**src/rtl/alu_pkg.sv**
```systemverilog
// Shared definitions for the ALU result checker: function-code groups, per-op codes,
// checker FSM states and the pipelined transaction record.
package alu_pkg;

    localparam logic [1:0] GRP_ARITH = 2'b00;
    localparam logic [1:0] GRP_LOGIC = 2'b01;
    localparam logic [1:0] GRP_SHIFT = 2'b10;
    localparam logic [1:0] GRP_CMP   = 2'b11;

    localparam logic [5:0] OP_ADD   = 6'b000000;
    localparam logic [5:0] OP_SUB   = 6'b000001;
    localparam logic [5:0] OP_AND   = 6'b011000;
    localparam logic [5:0] OP_OR    = 6'b011110;
    localparam logic [5:0] OP_XOR   = 6'b010110;
    localparam logic [5:0] OP_NOR   = 6'b010001;
    localparam logic [5:0] OP_PASSA = 6'b011010;
    localparam logic [5:0] OP_SLL   = 6'b100000;
    localparam logic [5:0] OP_SRL   = 6'b100001;
    localparam logic [5:0] OP_SRA   = 6'b100011;
    localparam logic [5:0] OP_EQ    = 6'b110011;
    localparam logic [5:0] OP_NE    = 6'b110001;
    localparam logic [5:0] OP_LT    = 6'b110101;
    localparam logic [5:0] OP_LEZ   = 6'b111101;
    localparam logic [5:0] OP_LTZ   = 6'b111011;
    localparam logic [5:0] OP_GTZ   = 6'b111111;

    typedef enum logic {
        ST_RUN  = 1'b0,
        ST_HALT = 1'b1
    } state_t;

    typedef struct packed {
        logic [31:0] a;
        logic [31:0] b;
        logic [31:0] z;
        logic [5:0]  alufun;
        logic        sign;
    } txn_t;

endpackage

```
**src/rtl/alu_golden.sv**
```systemverilog
// Combinational golden ALU: expected result for a/b/alufun/sign, plus an illegal-code flag.
module alu_golden
    import alu_pkg::*;
(
    input  logic [31:0] a,
    input  logic [31:0] b,
    input  logic [5:0]  alufun,
    input  logic        sign,
    output logic [31:0] exp,
    output logic        illegal
);

    logic lt;

    always_comb begin
        exp     = '0;
        illegal = 1'b0;
        lt      = sign ? ($signed(a) < $signed(b)) : (a < b);
        case (alufun[5:4])
            // Arithmetic only looks at bit 0; bits 3:1 are don't-care.
            GRP_ARITH: exp = alufun[0] ? a - b : a + b;
            GRP_LOGIC: begin
                case (alufun)
                    OP_AND:   exp = a & b;
                    OP_OR:    exp = a | b;
                    OP_XOR:   exp = a ^ b;
                    OP_NOR:   exp = ~(a | b);
                    OP_PASSA: exp = a;
                    default:  illegal = 1'b1;
                endcase
            end
            GRP_SHIFT: begin
                case (alufun[1:0])
                    2'b00:   exp = b << a[4:0];
                    2'b01:   exp = b >> a[4:0];
                    2'b11:   exp = $unsigned($signed(b) >>> a[4:0]);
                    default: illegal = 1'b1;
                endcase
            end
            GRP_CMP: begin
                case (alufun)
                    OP_EQ:   exp = {31'b0, a == b};
                    OP_NE:   exp = {31'b0, a != b};
                    OP_LT:   exp = {31'b0, lt};
                    OP_LEZ:  exp = {31'b0, $signed(a) <= 32'sd0};
                    OP_LTZ:  exp = {31'b0, a[31]};
                    OP_GTZ:  exp = {31'b0, $signed(a) > 32'sd0};
                    default: illegal = 1'b1;
                endcase
            end
        endcase
    end

endmodule

```
**config.mk**
```make
export PLATFORM = sky130hd
export DESIGN_NAME = alu_golden
export DESIGN_NICKNAME = d
export VERILOG_FILES = /design/src/rtl/alu_pkg.sv /design/src/rtl/alu_golden.sv
export SDC_FILE = /design/constraint.sdc
export NUM_CORES = 1
export LEC_CHECK = 0
export ABC_CLOCK_PERIOD_IN_PS = 4100
export BUFFER_PORTS_ARGS = -buffer_cell sky130_fd_sc_hd__buf_2
export CAP_MARGIN = 30
export CORE_UTILIZATION = 25
export DETAILED_ROUTE_END_ITERATION = 8
export GPL_ROUTABILITY_DRIVEN = 0
export PLACE_DENSITY = 0.46
export SLEW_MARGIN = 30
export SYNTH_ARGS = -nofsm -noshare
export SYNTH_HDL_FRONTEND = slang
export SYNTH_SLANG_ARGS = --single-unit
```
**constraint.sdc**
```tcl
create_clock -name vclk -period 4.1
set_input_delay 0.205 -clock vclk [all_inputs]
set_output_delay 0.205 -clock vclk [all_outputs]
set_load 0.02 [all_outputs]
```
==> results of run 1 <==
[synthesized netlist by cell type (all sizes together), types with 8 or more instances]
library cell,n
a2111oi,15
a211oi,24
a21oi,144
a221oi,15
a31oi,16
buf,30
clkbuf,81
ha,96
inv,99
mux2,20
mux2i,70
mux4,45
nand2,105
nand2b,12
nand3,24
nand4,10
nor2,197
nor3,31
nor4,15
o2111ai,9
o211ai,27
o21a,8
o21ai,126
o21bai,12
o221ai,8
o31ai,14
or3,11
xnor2,21
[path summary, 6_finish.rpt]
kind	slack, ns	to	cells past startpoint
worst min-delay path	1.0	exp[21]	6
worst max-delay path	0.21	exp[0]	15
[cell families (layout without fill, tap and decap cells)]
kind of cell    Yosys count  in the layout
compound gates          473            473
simple gates            430            430
buf+inv                 211            263
mux                     135            135
fa+ha+maj                98             98
xor+xnor                 23             23
[critical path: stages]
cell and delay, ns:
buf_4 0.14, inv_1 0.06, ha_1 0.26, fa_1 0.43
o21bai_1 0.21, a211oi_1 0.14, o2111ai_1 0.28, a31oi_1 0.19
buf_4 0.21, nor4_2 0.37, o21ai_1 0.22, o311ai_1 0.37
a2111oi_0 0.19, o22a_1 0.24, buf_2 0.18
[what timing repair did]
| action | CTS | global route |
|---|---|---|
| gates resized for setup | 0 | 1 |
| setup buffers | 0 | 0 |
| endpoints found under the setup margin | 0 | 1 |
| endpoints found under the hold margin | 0 | 0 |
[power by group]
part | internal (mW) | switching [mW]
sequential | 0 | 0
clock | 0 | 0
combinational | 0.535 | 0.962
total | 0.535 | 0.962
[layer usage]
layer  share of wire  wire length [um]  up-vias  track usage
li1                -                 -     5157            -
met3           0.087              3980       89       0.0286
met1            0.44             20100     5352        0.344
met4           0.048              2200        2       0.0960
met5         0.00028                13        -            0
met2            0.43             19600      637        0.367
[layout make-up]
cell class	count	area [um^2]	area share
multi-input combinational	1159	8280	0.811
timing repair buffer	163	978	0.0958
tap	461	577	0.0565
inverter	100	375	0.0368
[stage by stage]
stage	setup WS (ns)	util
4_1_cts	0.306	0.286
6_report	0.207	0.286
3_5_place_dp	0.330	0.286
2_1_floorplan	0.111	-
5_1_grt	0.0815	0.286
3_3_place_gp	0.350	0.286
==> results.md, run 1 <==
* Outcome: complete, but fails checks
* Failing checks: DRC
* Number of cells produced by synthesis at 1370
* Area share of the leading cell type in the synthesized netlist at 0.132
* Count of different cell masters after synthesis at 77
* Wirelength, routed at 45.9 mm
* Mean cell area of the mapped netlist at 6.63 um^2
* Count of pins on the block boundary at 104
* Final non-filler cell area at 10200 um^2
* Detail-routed net length per standard cell at 24.4 um
* Total global routing track utilization at 0.242
* Required time at the endpoint of the critical path at 3.89 ns
* Antenna violations before repair at 1
* Post-synth net total at 1539
* Sequential element share of the synthesized area at 0
* Worst Path Arrival at 3.69 ns
* Core Box Area at 35700 um^2
* Most frequent cells in the layout: nor2_1 (195), a21oi_1 (144), o21ai_0 (123)
* Achievable clock frequency at 257 MHz
* Total overflow reported by the global router at 0
* Yosys synthesis warning count at 0
* Fillcell total at 4017
* Ratio of routed vias to standard cells at 5.97
* Peak supply drop at 0.0771 mV
* Period minus WS final at 3.89 ns
* Leading cell type in the layout, fill and taps excluded: nor2_1
* First element of the critical path: a[0]
* Post-synthesis simple-gate area fraction at 0.209
* Area of all sequential standard cells at 0 um^2
* Slew Viols, Final at 0
* Final setup TNS at 0 ns
* Post-route ant nets at 0
* Area enclosed by the die boundary at 37100 um^2
* Multiplexer area fraction after synthesis at 0.214
* Layout overhead on the synthesized area at 12.4%
* Worst Hold Launch: a[21]
* Critical Path Sink Type: output pin
* Total number of placement rows at 69
* Classification of the worst setup path: input port to output pin
* Crit share post-route at 0.950
* Adder and majority cell fraction of the synthesized area at 0.137
* Initial core utilization at 0.255
* Post-layout instance count excluding filler cells at 1883
* Buffers added on ports at 104
* Pin count of the biggest net entering global routing at 77
* Total power of the final layout at 1.50 mW
* DP Area at 10200 um^2
* Maximum fanout encountered on the critical timing path at 8
* DRT iter0 DRCs at 1351
* Ratio of cells with drive above 1 in the final layout at 0.172
* Cell type with the largest total area after synthesis: ha_1
* Seq Cell Count at 0
* Max-capacitance violation count at 0
* Die Height at 193 um
* Final setup violating endpoints at 0
* First-pass iteration count of the detailed router at 9
* Dominant combinational cell family by area after synthesis: compound AO/OA/AOI/OAI gates
* Worst hold margin at 1.00 ns
* Fraction of the mapped netlist area in compound gates at 0.329
* Leak pwr at 4.33 nW
* First-pass GRT wire length at 67.9 mm
* Clkbuf count at 0
* Net count of the finished layout at 1593
* Placed Cells at 1883
* DIE WIDTH at 193 um
* # hold bufs at CTS at 0
* Pin slew with the least headroom to its limit at 1.01 ns
* # diodes at 0
* Synthesized area at 9090 um^2
* Post-detailed-placement half-perimeter wirelength at 36.7 mm
* Via count of the first global-routing pass at 10379
* Number of vias after detailed routing at 11237
* Xor and xnor area share after synthesis at 0.0222
* Path type of the worst min-delay path: input port to output pin
* Startpoint kind of the worst setup timing path: input port
* Final hold violation count at 0
* Largest cells by area after synthesis: ha_1 (13%), mux4_2 (11%), nor2_1 (8.1%), a21oi_1 (7.9%), mux2i_1 (7.7%)
* Ratio of total power to cell area at 147 nW/um^2
* Number of remaining DRC errors at 14
* Setup repair after global routing missed its margin: false
* Rel. slew slack at 0.320
Note: power is estimated with default switching activity, not from simulation.
==> inputs of run 2 (changes only) <==
==> constraint.sdc (replaced) <==
create_clock -name vclk -period 4.1
set_input_delay 0 -clock vclk [all_inputs]
set_output_delay 0 -clock vclk [all_outputs]
set_load 0.02 [all_outputs]
==> results.md, run 2 (synthesis gave the netlist of run 1 again) <==
* Setup repair after global routing missed its margin: false (unchanged)
* Family with the most delay on the worst path: compound AO/OA/AOI/OAI gates (unchanged)
* Clkbuf count at 0 (unchanged)
* Fillcell total at 4006 (was 4017)
* Net count of the finished layout at 1567 (was 1593)
* Count of pins on the block boundary at 104 (unchanged)
* Slew Viols, Final at 0 (unchanged)
* Ratio of cells with drive above 1 in the final layout at 0.157 (was 0.172)
* Stages on worst setup path at 13 (was 15)
* Worst Hold Launch: a[10] (was a[21])
* Achievable clock frequency at 274 MHz (was 257 MHz)
* # hold bufs at CTS at 0 (unchanged)
* Via count of the first global-routing pass at 10366 (was 10379)
* Number of buffers and inverters on the critical path at 4 (unchanged)
* Wirelength, routed at 45.5 mm (was 45.9 mm)
* Total global routing track utilization at 0.240 (was 0.242)
* Delay of the slowest cell on the worst path at 0.53 ns (was 0.43 ns)
* First-pass GRT wire length at 67.5 mm (was 67.9 mm)
* Buffers added on ports at 104 (unchanged)
* Maximum fanout encountered on the critical timing path at 9 (was 8)
* First-pass iteration count of the detailed router at 8 (was 9)
* Period minus WS final at 3.65 ns (was 3.89 ns)
* Antenna violations before repair at 0 (was 1)
* Area enclosed by the die boundary at 37100 um^2 (unchanged)
* Final setup TNS at 0 ns (unchanged)
* Hold worst-path end: exp[10] (was exp[21])
* Area taken by multi-input logic gates at 8280 um^2 (about the same)
* Depth of the worst hold-timing path at 6 (unchanged)
* Startpoint kind of the worst setup timing path: input port (unchanged)
* Critical Path Sink Type: output pin (unchanged)
* Seq Cell Count at 0 (unchanged)
* Core Box Area at 35700 um^2 (unchanged)
* Number of remaining DRC errors at 24 (was 14)
* Post-detailed-placement half-perimeter wirelength at 36.3 mm (was 36.7 mm)
* Crit path max-delay cell type: o211ai_1 (was fa_1)
* Detail-routed net length per standard cell at 24.5 um (was 24.4 um)
* Total overflow reported by the global router at 0 (unchanged)
* Die Height at 193 um (unchanged)
* Most frequent cells in the layout: nor2_1 (194), a21oi_1 (144), o21ai_0 (123) (was nor2_1 (195), a21oi_1 (144), o21ai_0 (123))
* Worst Path Arrival at 3.65 ns (was 3.69 ns)
* Classification of the worst setup path: input port to output pin (unchanged)
* Max-capacitance violation count at 0 (unchanged)
* Pin slew with the least headroom to its limit at 0.969 ns (was 1.01 ns)
* Number of vias after detailed routing at 11036 (was 11237)
* Area of all sequential standard cells at 0 um^2 (unchanged)
* Buffers inserted during post-CTS setup optimization at 0 (unchanged)
* Initial core utilization at 0.255 (unchanged)
* Outcome: complete, but fails checks (unchanged)
* DIE WIDTH at 193 um (unchanged)
* Post-route ant nets at 0 (unchanged)
* Ratio of routed vias to standard cells at 5.94 (was 5.97)
* Crit share post-route at 0.891 (was 0.950)
* Number of gates resized after CTS at 0 (unchanged)
* Final setup violating endpoints at 0 (unchanged)
* Pin count of the biggest net entering global routing at 79 (was 77)
* DRT iter0 DRCs at 1496 (was 1351)
* Rel. slew slack at 0.354 (was 0.320)
* Layout overhead on the synthesized area at 10.2% (was 12.4%)
* Required time at the endpoint of the critical path at 4.10 ns (was 3.89 ns)
* Total number of placement rows at 69 (unchanged)
* Final hold violation count at 0 (unchanged)
* Failing checks: DRC (unchanged)
* Cell-by-cell listing of the critical path: buf_2, inv_1, ha_1, inv_1, nor3_1, nand3_1, o211ai_1, o21a_1, o21bai_1, a2111oi_1, nor4_1, o31ai_1, buf_2 (was buf_4, inv_1, ha_1, fa_1, o21bai_1, a211oi_1, o2111ai_1, a31oi_1, buf_4, nor4_2, o21ai_1, o311ai_1, a2111oi_0, o22a_1, buf_2)
* Leading cell type in the layout, fill and taps excluded: nor2_1 (unchanged)
* Path type of the worst min-delay path: input port to output pin (unchanged)
[run 2: cell count changes in the layout (fill, tap and decap cells not counted)]
cell,change
buf_4,-26
a2111oi_0,+1
a2111oi_1,-1
diode_2,+1
nor2_1,-1
nor2_2,+1
o31ai_1,+1
o31ai_2,-1
[run 2: layout make-up]
| class | instances | share of cell area |
|---|---|---|
| diodes | 1 | 0.000250 |
| well taps | 461 | 0.0576 |
| inverters | 100 | 0.0375 |
| repair buffers | 137 | 0.0782 |
| multi-input cells | 1159 | 0.826 |
[run 2: worst max-delay path by stage]
stage,start,slack (ns),to
final,b[8],0.45,exp[30]
after global routing,b[8],0.16,exp[30]
after global placement,b[4],0.62,exp[31]
after floorplan,a[0],0.36,exp[30]
after CTS,a[0],0.54,exp[0]
after detailed placement,a[0],0.57,exp[0]
[run 2: layer usage]
metal,GRT usage,share of wire
met1,0.341,0.44
met2,0.361,0.43
met3,0.0276,0.081
met4,0.103,0.047
met5,0,0
[run 2: metrics by stage]
stage / instance area, um^2 / util / setup slack (ns) / cells / hold slack, ns
global route: 10000 / 0.281 / 0.164 / 1857 / 0.632
detailed placement: 10000 / 0.281 / 0.574 / 1857 / 0.578
floorplan: 9090 / - / 0.361 / 1370 / 0.334
CTS: 10000 / 0.281 / 0.543 / 1857 / 0.578
finish: 10000 / 0.281 / 0.445 / 1858 / 0.578
global placement: 10000 / 0.281 / 0.623 / 1857 / 0.566
==> inputs of run 3 (changes only) <==
==> constraint.sdc (replaced) <==
create_clock -name vclk -period 4.1
set_input_delay 0.41 -clock vclk [all_inputs]
set_output_delay 0.41 -clock vclk [all_outputs]
set_load 0.02 [all_outputs]
==> results.md, run 3 (synthesis gave the netlist of run 1 again) <==
* Outcome: complete, but fails checks (unchanged)
* Failing checks: DRC (unchanged)
* Buffers added on ports at 104 (unchanged)
* Crit share post-route at 0.983 (was 0.891)
* Delay of the slowest cell on the worst path at 0.80 ns (was 0.53 ns)
* Placed Cells at 1929 (was 1857)
* Number of vias after detailed routing at 11450 (was 11036)
* Achievable clock frequency at 248 MHz (was 274 MHz)
* Area enclosed by the die boundary at 37100 um^2 (unchanged)
* DIE WIDTH at 193 um (unchanged)
* Uppermost signal routing layer after detailed routing: met4 (unchanged)
* Pin count of the biggest net entering global routing at 79 (unchanged)
* Area of all sequential standard cells at 0 um^2 (unchanged)
* Core Box Area at 35700 um^2 (unchanged)
* Net count of the finished layout at 1639 (was 1567)
* Period minus WS final at 4.03 ns (was 3.65 ns)
* Maximum fanout encountered on the critical timing path at 78 (was 9)
* Pin slew with the least headroom to its limit at 0.943 ns (was 0.969 ns)
* Leak pwr at 4.59 nW
* Met1 Wirelength at 21.0 mm (was 20.1 mm)
* Wirelength, routed at 47.7 mm (was 45.5 mm)
* Via count of the first global-routing pass at 10536 (was 10366)
* Ratio of total power to cell area at 146 nW/um^2
* Required time at the endpoint of the critical path at 3.69 ns (was 4.10 ns)
* Critical Path Sink Type: output pin (unchanged)
* DRT iter0 DRCs at 1261 (was 1496)
* Peak supply drop at 0.102 mV
* Startpoint kind of the worst setup timing path: input port (unchanged)
* Count of pins on the block boundary at 104 (unchanged)
* Ratio of cells with drive above 1 in the final layout at 0.208 (was 0.157)
* Total number of placement rows at 69 (unchanged)
* Ratio of routed vias to standard cells at 5.94 (about the same)
* First-pass GRT wire length at 70.1 mm (was 67.5 mm)
* Number of remaining DRC errors at 14 (was 24)
* Buffers inserted during post-CTS setup optimization at 0 (unchanged)
* Max-capacitance violation count at 0 (unchanged)
* Critical path's most frequent cell: o21ai_0
* Total overflow reported by the global router at 0 (unchanged)
* Depth of the worst hold-timing path at 6 (unchanged)
* Seq Cell Count at 0 (unchanged)
* Leading cell type in the layout, fill and taps excluded: nor2_1 (unchanged)
* Crit path max-delay cell type: a221oi_1 (was o211ai_1)
* Antenna violations before repair at 0 (unchanged)
* Layout overhead on the synthesized area at 18.1% (was 10.2%)
* Post-detailed-placement half-perimeter wirelength at 37.9 mm (was 36.3 mm)
* # diodes at 0 (was 1)
* Initial core utilization at 0.255 (unchanged)
* Rel. slew slack at 0.371 (was 0.354)
* DP Area at 10600 um^2 (was 10000 um^2)
* Final non-filler cell area at 10700 um^2 (was 10000 um^2)
* # hold bufs at CTS at 0 (unchanged)
* Detail-routed net length per standard cell at 24.7 um (was 24.5 um)
* Classification of the worst setup path: input port to output pin (unchanged)
* First-pass iteration count of the detailed router at 9 (was 8)
* Final setup violating endpoints at 0 (unchanged)
* Slew Viols, Final at 0 (unchanged)
* Clkbuf count at 0 (unchanged)
* Worst Path Arrival at 3.62 ns (was 3.65 ns)
* Final hold violation count at 0 (unchanged)
* Post-layout instance count excluding filler cells at 1929 (was 1858)
* Cell-by-cell listing of the critical path: buf_4, buf_12, mux2i_1, buf_4, o21ai_0, mux2i_1, o21ai_0, nand2_1, a221oi_1, a2111oi_0, o21ai_0, buf_2 (was buf_2, inv_1, ha_1, inv_1, nor3_1, nand3_1, o211ai_1, o21a_1, o21bai_1, a2111oi_1, nor4_1, o31ai_1, buf_2)
* Setup repair after global routing missed its margin: true (was false)
* Total power of the final layout at 1.57 mW
* Post-route ant nets at 0 (unchanged)
* Die Height at 193 um (unchanged)
* Path type of the worst min-delay path: input port to output pin (unchanged)
* Amount of wire on met3 after detailed routing at 3.78 mm (was 3.70 mm)
* Total global routing track utilization at 0.251 (was 0.240)
* Met2 wirelength from detailed routing at 20.7 mm (was 19.6 mm)
* Most frequent cells in the layout: nor2_1 (195), a21oi_1 (144), o21ai_0 (122) (was nor2_1 (194), a21oi_1 (144), o21ai_0 (123))
run 3: cell count changes in the layout (fill, tap and decap cells not counted), sizes merged:
cell   delta
diode     -1
buf      +72
run 3: power by group:
part | switching (mW) | leakage, nW | internal [mW]
Sequential | 0 | 0 | 0
Combinational | 0.987 | 4.59 | 0.579
Clock | 0 | 0 | 0
Total | 0.987 | 4.59 | 0.579
run 3: final cells by class:
cell class                      count  area [um^2]
Multi-Input combinational cell   1159         8400
Fill cell                        3978        24900
Inverter                          100          375
Timing Repair Buffer              209         1370
Tap cell                          461          577
run 3: critical path: cells and delay by family:
| kind | cells | cell delay [ns] |
|---|---|---|
| buf+inv | 4 | 0.86 |
| compound gates | 5 | 1.79 |
| mux | 2 | 0.38 |
| simple gates | 1 | 0.11 |
run 3: repair_timing:
| item | 4_1_cts | 5_1_grt |
|---|---|---|
| pin swaps | 0 | 4 |
| cloned | 0 | 0 |
| setup endpoints to repair | 3 | 12 |
| hold endpoints to repair | 0 | 0 |
| gates resized for setup | 4 | 16 |
run 3: metrics by stage:
stage | utilization | TNS (ns) | hold slack (ns) | worst slack, ns
floorplan | - | 0 | 1.12 | 0.0124
global placement | 0.298 | -0.0949 | 1.41 | -0.0949
detailed placement | 0.298 | -0.277 | 1.41 | -0.170
CTS | 0.298 | 0 | 1.41 | 0.0121
global route | 0.301 | -0.0415 | 1.45 | -0.0386
finish | 0.301 | 0 | 1.39 | 0.0687
run 3: per-layer routing:
metal	track usage	up-vias
met5	0	-
met4	0.0984	0
met3	0.0211	78
met2	0.387	598
met1	0.356	5535
li1	-	5239
run 3: final timing paths:
check              from  slack [ns]       to
setup / recovery   a[0]        0.07  exp[23]
hold / removal    a[21]        1.39  exp[21]
